## config.mk

```make
export PLATFORM = sky130hd
export DESIGN_NAME = count_ones_par
export DESIGN_NICKNAME = d
export VERILOG_FILES = /design/src/rtl/count_ones_pkg.sv /design/src/rtl/count_ones_par_popcount_chunk.sv /design/src/rtl/count_ones_par.sv
export SDC_FILE = /design/constraint.sdc
export NUM_CORES = 1
export LEC_CHECK = 0
export BUFFER_PORTS_ARGS = -buffer_cell sky130_fd_sc_hd__buf_2
export CAP_MARGIN = 20
export CORE_ASPECT_RATIO = 0.75
export CORE_MARGIN = 4
export CORE_UTILIZATION = 44
export CTS_BUF_LIST = sky130_fd_sc_hd__clkbuf_8 sky130_fd_sc_hd__clkbuf_16
export CTS_CLUSTER_DIAMETER = 120
export DETAILED_ROUTE_END_ITERATION = 8
export PLACE_DENSITY_LB_ADDON = 0.15
export SLEW_MARGIN = 25
export SYNTH_ARGS = -nofsm -noshare
export SYNTH_HDL_FRONTEND = slang
export SYNTH_SLANG_ARGS = --single-unit
```

## constraint.sdc

```tcl
create_clock -name clk -period 1.5 [get_ports clk]
set_clock_uncertainty 0.1 [all_clocks]
set_input_delay 0.225 -clock clk [delete_from_list [all_inputs] [get_ports clk]]
set_output_delay 0.225 -clock clk [all_outputs]
set_load 0.05 [all_outputs]
```

## src/rtl/count_ones_pkg.sv

```systemverilog
// Shared types and helpers for the sequential ones/zeros counter.
// Optional early-exit build is controlled by the COUNT_ONES_EARLY_EXIT_EN macro.
package count_ones_pkg;

    typedef enum logic [1:0] {
        IDLE = 2'd0,
        BUSY = 2'd1,
        DONE = 2'd2
    } state_t;

    // Width able to hold any count from 0 to word_size inclusive.
    function automatic int count_size(input int word_size);
        return $clog2(word_size + 1);
    endfunction

endpackage

```

## src/rtl/count_ones_par_popcount_chunk.sv

```systemverilog
// Combinational population count of one BITS_PER_CYCLE-wide chunk.
module popcount_chunk #(
    parameter int BITS_PER_CYCLE = 1,
    parameter int PC_W           = $clog2(BITS_PER_CYCLE + 1)
) (
    input  logic [BITS_PER_CYCLE-1:0] bits,
    output logic [PC_W-1:0]           ones
);

    always_comb begin
        ones = '0;
        for (int i = 0; i < BITS_PER_CYCLE; i++) begin
            ones = ones + PC_W'(bits[i]);
        end
    end

endmodule

```

## src/rtl/count_ones_par.sv

```systemverilog
// Sequential ones/zeros counter consuming BITS_PER_CYCLE bits per BUSY cycle.
// Define COUNT_ONES_EARLY_EXIT_EN to finish as soon as no counted bits remain.
module count_ones_par
    import count_ones_pkg::*;
#(
    parameter int WORD_SIZE      = 8,
    parameter int BITS_PER_CYCLE = 1,
    localparam int COUNT_SIZE    = count_size(WORD_SIZE)
) (
    input  logic                  clk,
    input  logic                  reset,
    input  logic                  start,
    input  logic                  mode,
    input  logic [WORD_SIZE-1:0]  data,
    output logic                  ready,
    output logic                  busy,
    output logic                  done,
    output logic [COUNT_SIZE-1:0] bit_count,
    output state_t                state_dbg
);

    // Handshake: a request is accepted on any rising edge where start=1 and
    // ready=1; start is ignored otherwise. done pulses for exactly one cycle
    // and bit_count then holds until the next accepted request.

    localparam int N     = WORD_SIZE / BITS_PER_CYCLE;
    localparam int CNT_W = (N > 1) ? $clog2(N) : 1;
    localparam int PC_W  = $clog2(BITS_PER_CYCLE + 1);

    state_t                 state;
    logic [WORD_SIZE-1:0]   shifter;
    logic [CNT_W-1:0]       chunk_cnt;
    logic [PC_W-1:0]        chunk_ones;
    logic                   last_chunk;

    popcount_chunk #(
        .BITS_PER_CYCLE(BITS_PER_CYCLE),
        .PC_W          (PC_W)
    ) u_popcount (
        .bits(shifter[BITS_PER_CYCLE-1:0]),
        .ones(chunk_ones)
    );

`ifdef COUNT_ONES_EARLY_EXIT_EN
    // The shifter holds only counted bits (inverted in zero mode), so an
    // empty residual means every remaining chunk would add nothing.
    logic [WORD_SIZE-1:0] residual;
    assign residual   = shifter >> BITS_PER_CYCLE;
    assign last_chunk = (chunk_cnt == CNT_W'(N - 1)) || (residual == '0);
`else
    assign last_chunk = (chunk_cnt == CNT_W'(N - 1));
`endif

    assign ready     = (state == IDLE);
    assign busy      = (state == BUSY);
    assign done      = (state == DONE);
    assign state_dbg = state;

    always_ff @(posedge clk or negedge reset) begin
        if (!reset) begin
            state     <= IDLE;
            shifter   <= '0;
            chunk_cnt <= '0;
            bit_count <= '0;
        end else begin
            case (state)
                IDLE: begin
                    if (start) begin
                        shifter   <= mode ? ~data : data;
                        bit_count <= '0;
                        chunk_cnt <= '0;
                        state     <= BUSY;
                    end
                end
                BUSY: begin
                    bit_count <= bit_count + COUNT_SIZE'(chunk_ones);
                    shifter   <= shifter >> BITS_PER_CYCLE;
                    chunk_cnt <= chunk_cnt + CNT_W'(1);
                    if (last_chunk) begin
                        state <= DONE;
                    end
                end
                DONE:    state <= IDLE;
                default: state <= IDLE;
            endcase
        end
    end

endmodule

```

Word level (Yosys, flattened, before mapping)
Cells that the tools add are included.

Bits in registers: 17. Input port bits: 12.

Add/sub/neg operators: 2. Equality and inequality tests: 5. Muxes and demuxes: 10. Bitwise gates (word level): 1. Reductions and logical operators: 4.

Operators by type and width (number): $mux 8 (2); $pmux 8 s2 (1); $not 8->8 (1); $pmux 4 s2 (1); $pmux 3 s2 (1); $add 4x1->4 (1); $mux 2 (2); $mux 4 (1); $pmux 2 s2 (1); $reduce_and 2->1 (2); $add 3x1->3 const B (1); $eq 3x3->1 const B (1); $mux 3 (1); $eq 2x1->1 const B (1); $eq 2x2->1 const B (1); $logic_not 2->1 (1); $ne 2x1->1 const B (1); $ne 2x2->1 const B (1); $reduce_bool 2->1 (1).

Depth between registers and ports, before layout
Depth in word-level cells: 4. Mapped depth: 5. Depth with buffers taken out: 4.

Cells and area by module
From an unflattened synthesis, not the netlist that was laid out.

Cell total of the unflattened synthesis: 75. Area total of the unflattened synthesis: 852.1 µm².

Modules (own cells, without submodules): count_ones_par (times used 1, cells each 74, area an instance 844.6 µm²); popcount_chunk (times used 1, cells each 1, area an instance 7.5 µm²).

Worst setup path before layout
OpenSTA, ideal clock, no wires.

Path type: register to output. From: register state[0], in the netlist state_dbg[0]. To: output port done. Arrival time: 1.519 ns. Required time: 1.175 ns. Setup slack: -0.344 ns. Stages on the path, launching flop included: 3. Path buffers: 1. Path through: dfrtp_1 -> buf_2 -> nor2b_1.

Cells in the longest elaborated chain, start to end: 1.

RTL lines: start, declared (RTL line count_ones_par.sv:30) `state_t state;`; start signal, assigned (RTL line count_ones_par.sv:61) `state <= IDLE;`; start signal, assigned (RTL line count_ones_par.sv:72) `state <= BUSY;`; start signal, assigned (RTL line count_ones_par.sv:80) `state <= DONE;`; $eq 2x2->1 (RTL line count_ones_par.sv:56) `assign done = (state == DONE);`; end, declared (RTL line count_ones_par.sv:17) `output logic done,`.

Every way passes these cells.

Worst setup path after layout
Ends and elaborated chain as after synthesis.

==> flow_summary_export.csv <==
group,metric,value,unit
clock_tree,cts_htree_levels,1,
routing,wire_per_inst,15.5,um
synthesis,yosysTopAreaCellShare,0.504,
synthesis,syn_nets,90,
synthesis,synth_edf_count,0,
sta,fmax,682,MHz
synthesis,synth.distinct_cells,24,
synthesis,seq_area_frac_synth,0.504,
floorplanning,start_util,0.476,
synthesis,synthesis.area,845,um2
floorplanning,io_pins,21,
critical_path,cp.arrival,1.14,ns
floorplanning,die_w,58.6,um
synthesis,async_flop_share,1.00,
worst_hold_path,hold_path.class,"input port to register",
floorplanning,die-area,0.00269,mm2
finish,instances_no_fill,119,
power,leakage,0.481,nW
routing,finalWirelength,1850,um
critical_path,cp-start-kind,"register",
sta,tightest_slew,0.399,ns
job,drv_cap,0,
synthesis,synth.ff_latch_count,17,
critical_path,worstPathMaxFanout,9,
sta,min_period,1.47,ns
clock_tree,cts.path.max_buffers,2,
routing,drc_errors,0,
synthesis,yosysWarnings,0,
grt,grt_pass1_wl,2840,um
critical_path,cp-end-kind,"output port",
critical_path,rr_endpoint,"bit_count[2]",
synthesis,yosysMostFrequentCell,"dfrtp_1",
clock_tree,cts_root_buf,"clkbuf_8",
clock_tree,post_cts_buffers,0,
grt,grt_max_degree,18,
floorplanning,fp-row-count,13,
place,io_buffers,20,
routing,dr_total_vias,662,
sta,drv_slew,0,
critical_path,cp.required,1.17,ns
grt,gr-usage-met2,0.238,
place,dpl_worst_slack,0.109,ns
synthesis,ys_top_cells_by_area,"dfrtp_1 50%, xnor2_1 8.3%, ha_1 5.9%",
floorplanning,dieHeight,45.9,um
place,dpl.hpwl,1230,um
sta,setup_slack,0.0329,ns
grt,grt_use_total,0.151,
finish,nets,114,
grt,gr-max-usage-layer,"met2",
routing,ant_nets,0,
finish,area.growth.synth_to_final,28.4,%
place,place_inst,114,
grt,antenna_found_initial,0,
worst_hold_path,min_to,"shifter[7]",
finish,stdcell_area,0.00108,mm2
critical_path,reg2reg_depth,4,
synthesis,synthTopCellsByCount,"17 x dfrtp_1, 8 x xnor2_1, 5 x a22o_1, 5 x nand2_1, 5 x nor2_1",
critical_path,r2r-start,"bit_count[0]",
clock_tree,cts_sinks,17,
synthesis,synthFlopType,"dfrtp_1",
grt,grt.overflow.total,0,
finish,n_antenna_cell,0,
clock_tree,clkTransAtPathRegs,0.06,ns
clock_tree,cts_tree,"done",
power,ir_drop,1180,uV
synthesis,yosysTopAreaCell,"dfrtp_1",
power,power_density,2050,mW/mm2
grt,grt_util_met3,0.0595,
run_status,status,"completed",
sta,finalHoldViolCount,0,
sta,rsz0062_at_grt,"false",
routing,drt_iter0_drc,12,
floorplanning,core,0.00177,mm2
sta,finalCritPeriodShare,0.978,
worst_hold_path,holdCritStartpoint,"data[7]",
place,placedInstanceArea,0.00100,mm2
synthesis,synthCells,74,
routing,routed_via_density,5.56,
critical_path,reg2reg_slack,0.09,ns
grt,grt_pass1_vias,619,
worst_hold_path,worstHoldPathCells,3,
synthesis,avgSynthCellArea,11.4,um2
sta,setup_viol,0,
sta,slew_headroom,0.733,
grt,use_met1,0.178,
clock_tree,numCtsBuffers,3,
critical_path,criticalPathCategory,"register to output port",
finish,layout-drive-gt1-share,0.392,
place,gp_congestion,0.666,
clock_tree,clock_latency,0.25,ns
routing,drt_pass1_iterations,5,
-- worst max-delay path, stage by stage, from the launching register on --
cell	delay (ns)
dfrtp_2	0.45
buf_6	0.16
nor2b_2	0.12
buf_6	0.16
-- metrics by stage --
step                 util  total power, W  hold WS (ns)  TNS (ns)
floorplan               -         0.00160        -0.171   -0.0307
global placement    0.565         0.00181        0.0717         0
detailed placement  0.565         0.00183        0.0694         0
CTS                 0.599         0.00220         0.152         0
global route        0.612         0.00237         0.159         0
finish              0.612         0.00222         0.153         0
-- kinds of logic after synthesis --
group	synth area share
AND/OR/NAND/NOR	0.126
AO/OA/AOI/OAI	0.164
flip-flops	0.504
XOR/XNOR	0.0830
buffers and inverters	0.0370
adder cells (fa/ha/maj)	0.0593
multiplexers	0.0267
-- state kept, by name, summed over array words and instances (netlist names) --
name,cells
shifter,8
state_dbg,2
bit_count,4
chunk_cnt,3
-- layer usage --
| metal | vias to the layer above | share of wire |
|---|---|---|
| li1 | 315 | - |
| met1 | 328 | 0.45 |
| met2 | 14 | 0.47 |
| met3 | 5 | 0.060 |
| met4 | 0 | 0.019 |
| met5 | - | 0 |
-- final cells by class --
cell class                      count  area, um2
Tap cell                           22       27.5
Inverter                            1       3.75
Timing Repair Buffer               24        153
Clock buffer                        3       41.3
Fill cell                         156        688
Multi-Input combinational cell     51        425
Sequential cell                    17        430
Clock inverter                      1       3.75
-- how the worst max path moves through the flow --
stage | start | to | slack [ns] | cells past startpoint
after global routing | state_dbg[0] | done | 0.001 | 3
after floorplan | bit_count[0] | bit_count[2] | -0.03 | 4
after detailed placement | bit_count[0] | bit_count[2] | 0.11 | 4
final | state_dbg[0] | done | 0.03 | 3
after global placement | state_dbg[0] | chunk_cnt[0] | 0.11 | 2
after CTS | state_dbg[1] | done | 0.001 | 3
-- cells in the final DEF, fill, tap and decap left out, types with 3 or more instances in the layout --
master    synthesis  routed
clkbuf_8          0       3
a22o_1            5       5
nand2_1           5       5
nand3b_1          4       4
dfrtp_2           0       4
xnor2_1           8       8
o211ai_1          4       4
buf_2             3      18
nor2_1            5       4
buf_6             0       4
dfrtp_1          17      13
-- power by group --
part / leakage, nW / internal, W / total (W) / switching [W]
sequential: 0.214 / 0.000648 / 0.000804 / 0.000156
clock: 0.0269 / 0.000182 / 0.000334 / 0.000152
combinational: 0.241 / 0.000441 / 0.00109 / 0.000644
-- timing repair --
action,4_1_cts,5_1_grt
pin swaps,0,0
hold endpoints to repair,17,0
resized for setup,2,5
cloned,0,0
endpoints found under the setup margin,2,2
hold buffers,1,0
(Power assumes the default switching activity.)
